File: src/rtl/serial_sub_pkg.sv
// Shared types and constants for the bit-serial subtractor.
package serial_sub_pkg;

  localparam int unsigned SUB_WIDTH = 8;
  localparam int unsigned SUB_CNT_W = $clog2(SUB_WIDTH + 1);

  typedef enum logic [1:0] {
    IDLE = 2'd0,
    RUN  = 2'd1,
    DONE = 2'd2
  } state_t;

  // Counter width able to hold the values 0..w.
  function automatic int unsigned cnt_width(input int unsigned w);
    return $clog2(w + 1);
  endfunction

endpackage

File: src/rtl/full_subtractor.sv
// One-bit full subtractor: d = x - y - b_in, with borrow out.
module full_subtractor (
  input  logic x,
  input  logic y,
  input  logic b_in,
  output logic d,
  output logic b_out
);

  // Difference bit and borrow generation.
  always_comb begin
    d     = x ^ y ^ b_in;
    b_out = (~x & y) | (~(x ^ y) & b_in);
  end

endmodule

File: src/rtl/serial_subtractor.sv
// Bit-serial subtractor: computes a - b one bit per cycle, LSB first.
// Optional signed-overflow output enabled by defining SERIAL_SUB_OVF_EN.
module serial_subtractor
  import serial_sub_pkg::*;
#(
  parameter int unsigned WIDTH = SUB_WIDTH
) (
  input  logic             clk,
  input  logic             rst,
  input  logic             start,
  input  logic [WIDTH-1:0] a,
  input  logic [WIDTH-1:0] b,
  output logic             busy,
  output logic             done,
  output logic [WIDTH-1:0] diff,
`ifdef SERIAL_SUB_OVF_EN
  output logic             b_out,
  output logic             ovf
`else
  output logic             b_out
`endif
);

  localparam int unsigned CW = cnt_width(WIDTH);

  state_t           state;
  logic [WIDTH-1:0] a_sr;
  logic [WIDTH-1:0] b_sr;
  logic [WIDTH-1:0] res_sr;
  logic [WIDTH-1:0] res_next;
  logic             borrow;
  logic [CW-1:0]    cnt;
  logic             bit_d;
  logic             bit_b;
  logic             last_bit;
`ifdef SERIAL_SUB_OVF_EN
  logic             a_msb;
  logic             b_msb;
`endif

  full_subtractor u_fs (
    .x     (a_sr[0]),
    .y     (b_sr[0]),
    .b_in  (borrow),
    .d     (bit_d),
    .b_out (bit_b)
  );

  // Result register after this cycle's bit enters at the MSB end.
  always_comb begin
    res_next = {bit_d, res_sr[WIDTH-1:1]};
    last_bit = (cnt == CW'(WIDTH - 1));
  end

  // Control FSM and datapath; results only move on the RUN-to-DONE edge.
  always_ff @(posedge clk) begin
    if (rst) begin
      state  <= IDLE;
      busy   <= 1'b0;
      done   <= 1'b0;
      diff   <= '0;
      b_out  <= 1'b0;
      a_sr   <= '0;
      b_sr   <= '0;
      res_sr <= '0;
      borrow <= 1'b0;
      cnt    <= '0;
`ifdef SERIAL_SUB_OVF_EN
      ovf    <= 1'b0;
      a_msb  <= 1'b0;
      b_msb  <= 1'b0;
`endif
    end else begin
      case (state)
        IDLE, DONE: begin
          done <= 1'b0;
          if (start) begin
            a_sr   <= a;
            b_sr   <= b;
            res_sr <= '0;
            borrow <= 1'b0;
            cnt    <= '0;
            busy   <= 1'b1;
            state  <= RUN;
`ifdef SERIAL_SUB_OVF_EN
            a_msb  <= a[WIDTH-1];
            b_msb  <= b[WIDTH-1];
`endif
          end else begin
            state <= IDLE;
          end
        end
        RUN: begin
          res_sr <= res_next;
          a_sr   <= {1'b0, a_sr[WIDTH-1:1]};
          b_sr   <= {1'b0, b_sr[WIDTH-1:1]};
          borrow <= bit_b;
          cnt    <= cnt + CW'(1);
          if (last_bit) begin
            state <= DONE;
            busy  <= 1'b0;
            done  <= 1'b1;
            diff  <= res_next;
            b_out <= bit_b;
`ifdef SERIAL_SUB_OVF_EN
            // Final difference MSB is the bit produced this cycle.
            ovf   <= (a_msb != b_msb) && (bit_d != a_msb);
`endif
          end
        end
        default: begin
          state <= IDLE;
          busy  <= 1'b0;
          done  <= 1'b0;
        end
      endcase
    end
  end

endmodule

File: config.mk
export PLATFORM = sky130hd
export DESIGN_NAME = serial_subtractor
export DESIGN_NICKNAME = d
export VERILOG_FILES = /design/src/rtl/serial_sub_pkg.sv /design/src/rtl/full_subtractor.sv /design/src/rtl/serial_subtractor.sv
export SDC_FILE = /design/constraint.sdc
export NUM_CORES = 1
export LEC_CHECK = 0
export ABC_CLOCK_PERIOD_IN_PS = 1200
export BUFFER_PORTS_ARGS = -buffer_cell sky130_fd_sc_hd__buf_2
export CORE_UTILIZATION = 32
export DETAILED_ROUTE_END_ITERATION = 7
export GPL_ROUTABILITY_DRIVEN = 0
export GPL_TIMING_DRIVEN = 1
export MAX_ROUTING_LAYER = met4
export PLACE_DENSITY_LB_ADDON = 0.12
export SETUP_SLACK_MARGIN = 0.1
export SLEW_MARGIN = 0
export SYNTH_ARGS = -nofsm -noshare
export SYNTH_HDL_FRONTEND = slang
export SYNTH_SLANG_ARGS = --single-unit
File: constraint.sdc
create_clock -name clk -period 1.2 [get_ports clk]
set_input_delay 0.18 -clock clk [delete_from_list [all_inputs] [get_ports clk]]
set_output_delay 0.18 -clock clk [all_outputs]
set_load 0.05 [all_outputs]
==> flow_results.org, run 1 <==
** GRT
- The first global-routing pass estimated 6870 um of wire.
- The via count of the first global-routing pass is 1495.
- The number of antenna violations at the first check in global routing was 0.
- Across every metal layer, demand over resource in global routing totals 17.6%.
- Remaining global-route overflow :: 0
- Pin count of the biggest net entering global routing :: 30

** Clocking
- Counting the buffers created by CTS gives 5.
- In this run the number of H-tree levels came out at 2.
- TritonCTS clock tree :: done
- In this run, post-CTS hold repair placed 0 buffers.
- Clock edge transition at the registers on the reported setup and hold paths :: 0.08 ns
- In this run the deepest clock path goes through 2 buffers.
- Clock Root Buffer :: clkbuf_8
- At the later pin of the worst-skew pair, clock insertion delay measures 0.29 ns.
- CTS sink cnt :: 41

** Yosys
- Top area cells in the synthesized netlist :: dfxtp_1 50%, a21oi_1 11%, nand3_1 10%
- Yosys mapped the design onto 27 distinct sky130hd cell types.
- Top FF cell, synth :: dfxtp_1
- dfxtp_1 is the most common cell in the netlist.
- In this run, synthesis inferred 0 flip-flops with an integrated enable.
- Yosys top cell by area :: dfxtp_1
- Part of the Yosys area used for sequential elements :: 49.7%
- During synthesis, Yosys emitted a total of 0 warnings.
- Top-area cell type share of the netlist area :: 49.7%
- Counting flops with an async set or reset pin after synthesis yields a share of 0%.
- Summed instance area of the synthesized netlist :: 1650 um^2
- The synthesized design contains 41 register bits.
- Nets in the synthesized netlist :: 210
- A synthesized cell averages 8.75 um^2.
- In the synthesized netlist, the cells that appear most often are 41 x dfxtp_1, 37 x a21oi_1, 34 x nand3_1.
- Counting every instance in the synthesized netlist gives 189.

** STA
- For the final database, setup skew stands at 0.00479 ns.
- Slew Viols, Final :: 0
- Setup slack on the critical path of the routed design comes to -0.0271 ns.
- Setup violations remaining at the end of the flow were counted as 4.
- The routed design could run at a clock period as short as 1.23 ns.
- Fin. Hold Viols :: 0
- Derived from the worst setup path, the maximum achievable clock frequency is 0.815 GHz.
- The final critical path takes up 102% of the cycle.
- Slew at the pin with the worst max-slew slack :: 0.400 ns
- Unrepaired setup endpoints after global routing :: true
- Rel. slew slack :: 73.3%
- Summed over all failing endpoints, the final setup total negative slack is -0.0764 ns.

** Critical path
- In this run the critical register-to-register path is captured at res_sr[7]$_SDFFE_PP0P_.
- The critical path ends at res_sr[7]$_SDFFE_PP0P_.
- Crit path arrival time :: 1.45 ns
- The worst register-to-register path begins at b_sr[0]$_SDFFE_PP0P_.
- Walking the worst path, the cells encountered are inv_2 -> fa_2 -> nand2_1 -> a21oi_1.
- Slack of the worst reg-to-reg path :: -0.03 ns
- CP max FO :: 2
- Slowest CP cell :: fa_2
- Data required time at the worst endpoint :: 1.42 ns
- By startpoint and endpoint, the worst setup path is classified as reg -> reg.
- Element type at the critical path start :: register
- Worst-case reg-to-reg path depth :: 4
- Critical Path End Type :: register
- Largest incremental delay on the critical path :: 0.57 ns
- Critical Path Source :: b_sr[0]$_SDFFE_PP0P_

** Final layout
- Of the cells placed in the final design, the portion with a size suffix greater than 1 is 59.5%.
- Fillers :: 441
- # diodes :: 0
- After the last flow step, the layout net total stands at 252.
- Once layout is complete, the utilization of the core stands at 52.6%.
- Area added between synthesis and finish :: 54.2%

** Place
- Detailed-placement wirelength estimate :: 2640 um
- In this run the tool buffered the top-level ports with 29 buffer cells.

** Pwr
- In this run, the combinational gates consume 18.7% of the power.
- Register share of total power :: 50.8%
- P_sw :: 0.802 mW
- Internal power of the cells :: 2.06 mW
- Net switching is 28.0% of the power.
- For this design the static power due to leakage is 0.881 nW.
- The worst-case IR drop observed on VDD is 620 uV.
- Power per unit of standard cell area :: 1120 nW/um^2
- Clock power frac :: 30.5%

** Floorplan
- The initial utilization of the core area, before any placement, comes to 34.1%.
- In this run the standard cell core region covers 4850 um^2.
- Total number of placement rows :: 25
- Height of the die :: 73.9 um
- Die X-Extent :: 73.9 um
- Top Ports :: 30
- The floorplan step defined a die boundary enclosing 5460 um^2.

** Routing
- Once detail routing completed, the nets flagged for antenna violations numbered 0.
- After the first detailed-routing iteration, the DRC count stood at 55.
- Wirelength per Cell :: 16.0 um
- Final routed wirelength across all metal layers :: 4780 um
- Number of detailed-routing iterations run before antenna repair :: 4
- For this run, design rule violations remaining after detail routing come to 0.
- Total number of vias :: 1550
- In the routed layout, each cell is associated on average with a via count of 5.18.

** Hold path
- In this run the worst hold path is classified as in -> reg.
- The worst hold path was traced through 3 stages.

** Status
- The checks that failed: setup timing.
- Status :: complete, but fails checks

** Flow run
- Count of max-cap constraint violations :: 0
-- cell usage in the layout (no fill, tap or decap), types with 2 or more instances in the layout --
cell type	Yosys	routed
dfxtp_1	41	35
buf_2	11	24
nand3_2	0	22
a21oi_1	37	19
a21oi_2	0	18
a22oi_2	0	14
nand2_1	10	10
buf_4	2	10
nand3_1	34	8
buf_6	1	8
o21ai_1	0	5
dfxtp_2	0	5
clkbuf_8	0	5
clkbuf_4	0	5
nor2_1	4	4
nand3_4	0	4
nor3_1	3	3
buf_12	0	3
nand2b_4	0	2
mux2_4	1	2
o21ai_0	8	2
clkinv_2	0	2
clkbuf_16	0	2
-- flip-flops by register name, summed over array words and instances, names as in the netlist --
name / flops
done: 1
a_sr: 8
b_sr: 8
res_sr: 7
b_out: 1
busy: 1
diff: 8
state: 2
borrow: 1
cnt: 4
-- cells by family (layout without fill, tap and decap cells) --
logic type      Yosys count  count (layout)  synth area share, %
compound gates           62              62                 21.7
flops                    41              41                 49.7
fa+ha+maj                 2               2                 1.97
mux                       2               2                 1.59
buf+inv                  21              64                 6.51
simple gates             61              61                 18.5
-- worst max-delay path, delay by kind of cell (launching register included) --
kind / cells / cell delay (ns)
adders and majority gates: 1 / 0.57
DFF: 1 / 0.34
AOI/OAI and AO/OA: 1 / 0.14
and+or+nand+nor: 1 / 0.06
buffers and inverters: 1 / 0.04
-- how the worst min path moves through the flow --
stage | from | endpoint
floorplan | a[7] | a_sr[7]$_SDFFE_PP0P_
global placement | b[7] | b_sr[7]$_SDFFE_PP0P_
detailed placement | b[7] | b_sr[7]$_SDFFE_PP0P_
CTS | b[7] | b_sr[7]$_SDFFE_PP0P_
global route | b[7] | b_sr[7]$_SDFFE_PP0P_
finish | b[7] | b_sr[7]$_SDFFE_PP0P_
-- power groups by stage --
stage	sequential (mW)	combinational, mW	clock (mW)
global placement	1.47	0.335	0
global route	1.46	0.572	0.949
detailed placement	1.48	0.346	0
CTS	1.45	0.400	0.896
finish	1.46	0.535	0.873
floorplan	1.48	0.242	0
-- per-layer routing --
layer | routed length [um] | GRT usage, %
met4 | 87 | 7.69
met2 | 2580 | 30.4
met3 | 204 | 5.08
met1 | 1920 | 18.5
met5 | 0 | -
-- repair_timing --
item                       CTS  global route
cloned                       2             3
buffers inserted             0             2
hold endpoints to repair     0             0
setup endpoints to repair   40            43
resized for setup           27            65
pin swaps                   26            37
-- per-stage QoR --
stage | setup WS (ns) | instances | area [um^2] | hold WS (ns) | total power [mW]
2_1_floorplan | 0.0813 | 189 | 1750 | 0.316 | 1.72
3_3_place_gp | 0.0245 | 284 | 2000 | 0.430 | 1.81
3_5_place_dp | -0.00722 | 284 | 2000 | 0.431 | 1.82
4_1_cts | -0.00390 | 294 | 2220 | 0.114 | 2.74
5_1_grt | -0.0695 | 299 | 2550 | 0.140 | 2.98
6_report | -0.0271 | 299 | 2550 | 0.118 | 2.86
-- layout make-up --
cell class              count  area, um^2  area share (%)
multi-input cells         127        1070            41.9
flip-flops and latches     41         831            32.6
repair buffers             54         475            18.7
well taps                  67        83.8            3.29
clock buffers               6        72.6            2.85
clock inverters             2        10.0           0.393
inverters                   2        7.51           0.295
Note: power is estimated with default switching activity, not from simulation.
==> run 2: changes to the inputs <==
--- a/config.mk
+++ b/config.mk
@@ -11,7 +11,6 @@
 export DETAILED_ROUTE_END_ITERATION = 7
 export GPL_ROUTABILITY_DRIVEN = 0
 export GPL_TIMING_DRIVEN = 1
-export MAX_ROUTING_LAYER = met4
 export PLACE_DENSITY_LB_ADDON = 0.12
 export SETUP_SLACK_MARGIN = 0.1
 export SLEW_MARGIN = 0
==> run 2 against run 1 <==
Against the previous run:
- the flow still finishes with violations (setup timing)
- register-to-register slack about the same
- combinational power about the same
- die area unchanged
- largest power group unchanged
==> flow_results.org, run 2 (synthesis results as in run 1) <==
** Status
- Status :: complete, but fails checks (unchanged)
- Violations in the final reports :: setup timing (unchanged)

** Hold path
- Kind of path behind the tightest hold check :: in -> reg (unchanged)
- The hold path startpoint is b[7] (unchanged).

** Clocking
- The root buffer selected by CTS is clkbuf_8 (unchanged).
- The number of buffers between clock root and the deepest sink came to 2 (unchanged).
- Clk_lat worst skew :: 0.29 ns (about the same)
- TritonCTS buffer count :: 5 (unchanged)
- The TritonCTS clock tree was done (unchanged).
- The clock sink total came to 41 (unchanged).
- The maximum level of the CTS H-tree was 2 (unchanged).
- Clock edge transition at the registers on the reported setup and hold paths :: 0.08 ns (about the same)

** Pwr
- The power density of the placed cells was 1110 nW/um^2 (was 1120 nW/um^2).
- Leakage component of the power :: 0.887 nW (was 0.881 nW)
- VDD IR max :: 622 uV (was 620 uV)
- Overall Power :: 2.86 mW (about the same)

** GRT
- The global-route wire length before repair is 6890 um (was 6870 um).
- Vias in the first global route :: 1498 (was 1495)
- Remaining global-route overflow :: 0 (unchanged)
- The number of antenna violations at the first check in global routing came to 0 (unchanged).
- GRT Overall Usage :: 17.1% (was 17.6%)
- The pin count of the biggest net entering global routing is 30 (unchanged).

** Final layout
- Top library cells by usage in the layout, fill and taps aside: 36 x dfxtp_1, 23 x buf_2, 21 x nand3_2 (was 35 x dfxtp_1, 24 x buf_2, 22 x nand3_2).
- The fraction of layout instances using a drive strength above 1 was 59.9% (was 59.5%).
- Leading cell type in the layout, fill and taps excluded :: dfxtp_1 (unchanged)
- Area added between synthesis and finish :: 55.3% (was 54.2%)
- The number of fillers in the final layout is 440 (was 441).
- Registers with the most flip-flops: a_sr x8, b_sr x8, diff x8 (unchanged).
- The antenna diode instance count was 0 (unchanged).
- The final instance count without filler cells came to 299 (unchanged).
- Final nets :: 252 (unchanged)

** Place
- The number of placed instances with taps included is 284 (unchanged).
- The half-perimeter wire length of the detailed placement result came to 2640 um (unchanged).
- Number of I/O port buffers :: 29 (unchanged)

** STA
- The total setup violations reported at the end of the flow is 4 (unchanged).
- Period Utilization, post-route :: 103% (was 102%)
- The achievable clock frequency came to 0.812 GHz (was 0.815 GHz).
- The post-route setup TNS was -0.0800 ns (was -0.0764 ns).
- The number of pins with negative max-slew slack in the final report was 0 (unchanged).
- The clock skew is 0.00425 ns (was 0.00479 ns).
- Slew at the pin with the worst max-slew slack :: 0.410 ns (was 0.400 ns)
- The final critical-path setup slack is -0.0312 ns (was -0.0271 ns).
- Fin. Hold Viols :: 0 (unchanged)
- Unrepaired setup endpoints after global routing :: true (unchanged)
- The relative slew slack came to 72.6% (was 73.3%).
- The minimum clock period after layout came to 1.23 ns (about the same).

** Floorplan
- The overall die area is 5460 um^2 (unchanged).
- Total number of placement rows :: 25 (unchanged)
- Die X-Extent :: 73.9 um (unchanged)
- Initial core utilization :: 34.1% (unchanged)
- Core Region :: 4850 um^2 (unchanged)
- The chip height was 73.9 um (unchanged).
- Top Ports :: 30 (unchanged)

** Routing
- Detail Route met3 WL :: 163 um (was 204 um)
- The residual DRC count was 0 (unchanged).
- The residual antenna-violating net count after detailed routing was 0 (unchanged).
- The via density per instance came to 5.16 (was 5.18).
- The detailed-route wire length is 4740 um (was 4780 um).
- The first-pass iteration count of the detailed router is 4 (unchanged).
- The total routed wire length on the met1 layer is 1940 um (was 1920 um).
- The first-iteration detailed-routing DRC count came to 46 (was 55).
- The highest layer used for signal routing is met4 (unchanged).
- Met2 wire length :: 2500 um (was 2580 um)
- The number of vias in the routed layout came to 1542 (was 1550).
- Wirelength per Cell :: 15.9 um (was 16.0 um)

** Critical path
- The maximum cell stage delay along the critical path is 0.58 ns (was 0.57 ns).
- The class of the most critical setup path was reg -> reg (unchanged).
- The cell with the biggest individual delay on the critical path is fa_2 (unchanged).
- The sum of buffers and inverters on the critical path came to 1 (unchanged).
- Critical Path End Type :: register (unchanged)
- Worst reg2reg startpoint :: b_sr[0]$_SDFFE_PP0P_ (unchanged)
- The origin of the worst setup path was b_sr[0]$_SDFFE_PP0P_ (unchanged).
- Element type at the critical path start :: register (unchanged)
- Data required time at the worst endpoint :: 1.42 ns (about the same)
- The peak fanout along the critical path was 2 (unchanged).
- Crit path arrival time :: 1.45 ns (about the same)
- CP cell instances :: inv_2 -> fa_2 -> nand2_1 -> a21oi_1 (unchanged)
- Delay-heaviest family, CP :: adder cells (unchanged)

** Flow run
- The reported max-cap violation count was 0 (unchanged).
## run 2: through the flow
stage	worst slack [ns]	hold slack (ns)	cell area (um^2)	utilization [%]
2_1_floorplan	0.0813	0.316	1750	-
3_3_place_gp	0.0245	0.430	2000	41.2
3_5_place_dp	-0.00722	0.431	2000	41.2
4_1_cts	-0.00390	0.114	2220	45.7
5_1_grt	-0.0955	0.142	2570	53.0
6_report	-0.0312	0.124	2570	53.0
## run 2: final timing paths
kind                            end  cells past startpoint  slack [ns]
max reg2reg  res_sr[7]$_SDFFE_PP0P_                      4       -0.03
max          res_sr[7]$_SDFFE_PP0P_                      4       -0.03
min reg2reg    diff[1]$_SDFFE_PP0P_                      2        0.47
min            b_sr[7]$_SDFFE_PP0P_                      3        0.12
## run 2: worst reg2reg max path, delay by kind of cell, from the launching register on
family                   cells  cell delay [ns]
AO/OA/AOI/OAI                1             0.14
adder cells (fa/ha/maj)      1             0.58
buffers and inverters        1             0.04
flip-flops                   1             0.34
AND/OR/NAND/NOR              1             0.06
## run 2: power by group
group          switching, mW  total [mW]  internal (mW)
Clock                  0.467       0.870          0.403
Sequential            0.0442        1.46           1.41
Combinational          0.287       0.535          0.248
## run 2: what timing repair did
| item | CTS | global route |
|---|---|---|
| endpoints found under the setup margin | 40 | 43 |
| cloned | 2 | 3 |
| pin swaps | 26 | 32 |
| hold buffers | 0 | 0 |
| resized for setup | 27 | 71 |
| buffers inserted | 0 | 2 |
## run 2: area by class of cell
cell class	instances	area, um^2	area share, %
multi-input combinational	127	1080	42.1
sequential	41	830	32.3
timing repair buffer	54	484	18.9
tap	67	83.8	3.27
clock buffer	6	72.6	2.83
clock inverter	2	10.0	0.390
inverter	2	7.51	0.292
## run 2: routing by layer
| layer | global-route usage [%] | vias to the layer above |
|---|---|---|
| li1 | - | 761 |
| met2 | 30.6 | 33 |
| met4 | 7.69 | 0 |
| met5 | 0 | - |
| met3 | 5.08 | 10 |
| met1 | 18.4 | 738 |
==> run 3: changes to the inputs <==
--- a/config.mk
+++ b/config.mk
@@ -12,8 +12,10 @@
 export GPL_ROUTABILITY_DRIVEN = 0
 export GPL_TIMING_DRIVEN = 1
 export PLACE_DENSITY_LB_ADDON = 0.12
+export REMOVE_ABC_BUFFERS = 1
 export SETUP_SLACK_MARGIN = 0.1
 export SLEW_MARGIN = 0
 export SYNTH_ARGS = -nofsm -noshare
 export SYNTH_HDL_FRONTEND = slang
+export SYNTH_HIERARCHICAL = 1
 export SYNTH_SLANG_ARGS = --single-unit
==> run 3 against run 2 <==
Against the previous run:
- the run now ends clean
- worst setup slack improved by 0.037 ns
- largest power group unchanged
- highest routed layer unchanged
- design area down 1.4%
- die area rose by 6.4%
- combinational power down 6.2%
- first-iteration DRC count increased by 74%
==> flow_results.org, run 3 <==
** STA
- Fin. Hold Viols :: 0 (unchanged)
- The achievable clock frequency came to 0.837 GHz (was 0.812 GHz).
- Rel. slew slack :: 83.4% (was 72.6%)
- Final Skew :: 0.00325 ns (was 0.00425 ns)
- The total setup violations reported at the end of the flow came to 0 (was 4).
- Unrepaired setup endpoints after global routing :: true (unchanged)
- Slew Viols, Final :: 0 (unchanged)
- Period Utilization, post-route :: 99.6% (was 103%)
- Slew at the pin with the worst max-slew slack :: 0.251 ns (was 0.410 ns)
- Clock period minus final worst setup slack :: 1.19 ns (was 1.23 ns)

** Yosys
- Parity-gate share of the synthesized area counting xor and xnor cells :: 0% (unchanged)
- Post-synthesis mux area share :: 6.61% (was 1.59%)
- The cell area after technology mapping came to 1760 um^2 (was 1650 um^2).
- Top FF cell, synth :: dfxtp_1 (unchanged)
- Synthesized netlist cell count :: 188 (was 189)
- Cell with the most instances after synthesis :: dfxtp_1 (unchanged)
- The post-synthesis compound-gate area fraction is 15.8% (was 21.7%).
- Average instance area after synthesis :: 9.37 um^2 (was 8.75 um^2)
- The largest area contributor in the synthesized netlist is dfxtp_1 (unchanged).
- Share of synthesized cell area in full adder, half adder and majority cells :: 1.85% (was 1.97%)
- The total of flip-flops plus latches after synthesis is 41 (unchanged).
- The fraction of synthesis flops using an asynchronous set or reset pin came to 0% (unchanged).
- Main combinational cell family by area after synthesis :: simple AND/OR/NAND/NOR gates (was compound AO/OA/AOI/OAI gates)
- Number of enable flip-flop cells after synthesis :: 0 (unchanged)
- Top-area cell type share of the netlist area :: 46.6% (was 49.7%)
- Top area cells in the synthesized netlist :: dfxtp_1 47%, a21oi_1 8.0%, nand2b_1 7.8% (was dfxtp_1 50%, a21oi_1 11%, nand3_1 10%)
- The part of the Yosys area used for sequential elements is 46.6% (was 49.7%).
- Ranking of synthesized cells by instance count: 41 x dfxtp_1, 28 x a21oi_1, 26 x nand3_1 (was 41 x dfxtp_1, 37 x a21oi_1, 34 x nand3_1).
- The simple-gate area share of the yosys netlist is 22.2% (was 18.5%).
- Number of distinct library cells after synthesis :: 26 (was 27)
- Yosys synthesis warning count :: 6 (was 0)

** Place
- The half-perimeter wire length of the detailed placement result is 2510 um (was 2640 um).
- Number of I/O port buffers :: 29 (unchanged)
- Area after detailed placement :: 2020 um^2 (was 2000 um^2)
- The number of placed instances with taps included was 284 (unchanged).

** Critical path
- Element type at the critical path start :: register (unchanged)
- The class of the most critical setup path is reg -> reg (unchanged).
- Slack of the worst reg-to-reg path :: 0.005 ns (was -0.03 ns)
- The peak fanout along the critical path was 2 (unchanged).
- Crit path arrival time :: 1.42 ns (was 1.45 ns)
- The logic depth of the worst register-to-register path came to 4 (unchanged).
- Worst reg2reg startpoint :: borrow$_SDFFE_PP0P_ (was b_sr[0]$_SDFFE_PP0P_)
- The endpoint type of the worst setup path is a register (unchanged).
- R2r endpoint :: res_sr[7]$_SDFFE_PP0P_ (unchanged)
- Data required time at the worst endpoint :: 1.43 ns (was 1.42 ns)

** Status
- Status: completed (was complete, but fails checks).

** Routing
- The residual antenna-violating net count after detailed routing is 0 (unchanged).
- Number of violations reported at the end of detailed-routing iteration 0 :: 80 (was 46)
- The average detailed-routed wire length per instance is 14.8 um (was 15.9 um).
- Detail-routed via count per cell :: 5.05 (was 5.16)
- The first-pass iteration count of the detailed router is 4 (unchanged).
- Detailed-route DRC error count :: 0 (unchanged)
- The number of vias in the routed layout was 1506 (was 1542).
- The detailed-route wire length was 4420 um (was 4740 um).

** Final layout
- Registers with the most flip-flops :: a_sr x8, b_sr x8, diff x8 (unchanged)
- Fillers :: 507 (was 440)
- Top library cells by usage in the layout, fill and taps aside :: 36 x dfxtp_1, 25 x nand3_1, 23 x buf_2 (was 36 x dfxtp_1, 23 x buf_2, 21 x nand3_2)
- # diodes :: 0 (unchanged)
- The most common library cell in the layout ignoring fill and taps was dfxtp_1 (unchanged).
- Filler-free cell count of the finished design :: 298 (was 299)
- The area taken by multi-input logic gates came to 1080 um^2 (about the same).
- Seq. cell area :: 830 um^2 (unchanged)
- Area added between synthesis and finish :: 43.7% (was 55.3%)
- The area of all placed cells without fillers came to 2530 um^2 (was 2570 um^2).
- The post-layout net count came to 249 (was 252).
- The fraction of layout instances using a drive strength above 1 is 48.7% (was 59.9%).
- The end-of-flow core utilization was 48.6% (was 53.0%).

** Hold path
- The hold path startpoint was b[7] (unchanged).
- The worst hold path cell count was 3 (unchanged).
- End point of the most critical hold path :: b_sr[7]$_SDFFE_PP0P_ (unchanged)
- Kind of path behind the tightest hold check :: in -> reg (unchanged)

** GRT
- The total overflow reported by the global router is 0 (unchanged).
- Vias in the first global route :: 1473 (was 1498)
- The global-route wire length before repair came to 6900 um (was 6890 um).
- Pin count of the biggest net entering global routing :: 33 (was 30)
- Number of antenna violations at the first check in global routing :: 0 (unchanged)
- The total routing resource utilization after global routing is 15.3% (was 17.1%).

** Clocking
- TritonCTS clock tree :: done (unchanged)
- Clock edge transition at the registers on the reported setup and hold paths :: 0.07 ns (was 0.08 ns)
- Clk_lat worst skew :: 0.29 ns (about the same)
- CTS sink cnt :: 41 (unchanged)
- Number of levels in the clock H-tree :: 2 (unchanged)
- The number of buffers inserted by hold repair at cts was 0 (unchanged).
- TritonCTS buffer count :: 5 (unchanged)
- The root buffer selected by CTS is clkbuf_8 (unchanged).
- The number of buffers between clock root and the deepest sink is 2 (unchanged).

** Floorplan
- The number of cell rows came to 26 (was 25).
- Core Region :: 5200 um^2 (was 4850 um^2)
- The count of boundary I/O pins is 30 (unchanged).
- The chip height was 76.2 um (was 73.9 um).
- Die X-Extent :: 76.2 um (was 73.9 um)
- Die footprint :: 5810 um^2 (was 5460 um^2)
- Initial core utilization :: 33.8% (was 34.1%)

** Pwr
- VDD IR max :: 585 uV (was 622 uV)
- The cell leakage power was 1.02 nW (was 0.887 nW).
- The power density of the placed cells came to 1130 nW/um^2 (was 1110 nW/um^2).

** Flow run
- The reported max-cap violation count was 0 (unchanged).
## run 3: per-layer routing
metal	GRT usage, %	vias up	routed length [um]
met1	17.0	721	1810
met4	6.54	0	46
met2	27.5	38	2350
met5	0	-	0
li1	-	742	-
met3	4.07	5	211
## run 3: through the flow
stage / hold WS, ns / setup slack (ns) / total power, mW / TNS [ns]
floorplan: 0.245 / -0.490 / 1.63 / -8.50
global placement: 0.422 / 0.0166 / 1.79 / 0
detailed placement: 0.431 / -0.0401 / 1.80 / -0.250
CTS: 0.115 / -0.00105 / 2.81 / -0.00105
global route: 0.139 / -0.0415 / 2.99 / -0.135
finish: 0.125 / 0.00535 / 2.87 / 0
## run 3: repair_timing
action | in CTS | in global routing
endpoints found under the hold margin | 0 | 0
pin swaps | 27 | 19
gates cloned | 3 | 2
setup buffers | 1 | 2
resized for setup | 38 | 41
setup endpoints to repair | 35 | 46
## run 3: worst max-delay path by stage
stage	startpoint	end	slack, ns	depth (start not counted)
finish	borrow$_SDFFE_PP0P_	res_sr[7]$_SDFFE_PP0P_	0.005	4
global route	cnt[0]$_SDFFE_PP0P_	diff[2]$_SDFFE_PP0P_	-0.04	4
CTS	borrow$_SDFFE_PP0P_	res_sr[7]$_SDFFE_PP0P_	-0.001	4
detailed placement	cnt[0]$_SDFFE_PP0P_	diff[1]$_SDFFE_PP0P_	-0.04	4
global placement	cnt[0]$_SDFFE_PP0P_	diff[7]$_SDFFE_PP0P_	0.02	4
floorplan	state[1]$_SDFFE_PP0P_	cnt[2]$_SDFFE_PP0P_	-0.49	3
## run 3: critical path, cell delays in order (launching register included)
cell,delay (ns)
dfxtp_2,0.34
inv_2,0.04
fa_2,0.57
nand2_1,0.08
a21oi_2,0.11
## run 3: power by group
group | total, mW | switching (mW) | internal [mW]
combinational | 0.502 | 0.263 | 0.239
clock | 0.919 | 0.462 | 0.457
sequential | 1.45 | 0.0392 | 1.41
total | 2.87 | 0.764 | 2.11
## run 3: cell families after synthesis
family,after synthesis
AOI/OAI and AO/OA,45
muxes,11
adders and majority gates,2
and+or+nand+nor,69
DFF,41
buffers and inverters,20
## run 3: cell type report
class / instances / share of cell area (%)
multi-input combinational: 128 / 42.8
sequential: 41 / 32.8
timing repair buffer: 48 / 17.0
tap: 70 / 3.46
clock buffer: 7 / 3.41
inverter: 4 / 0.593
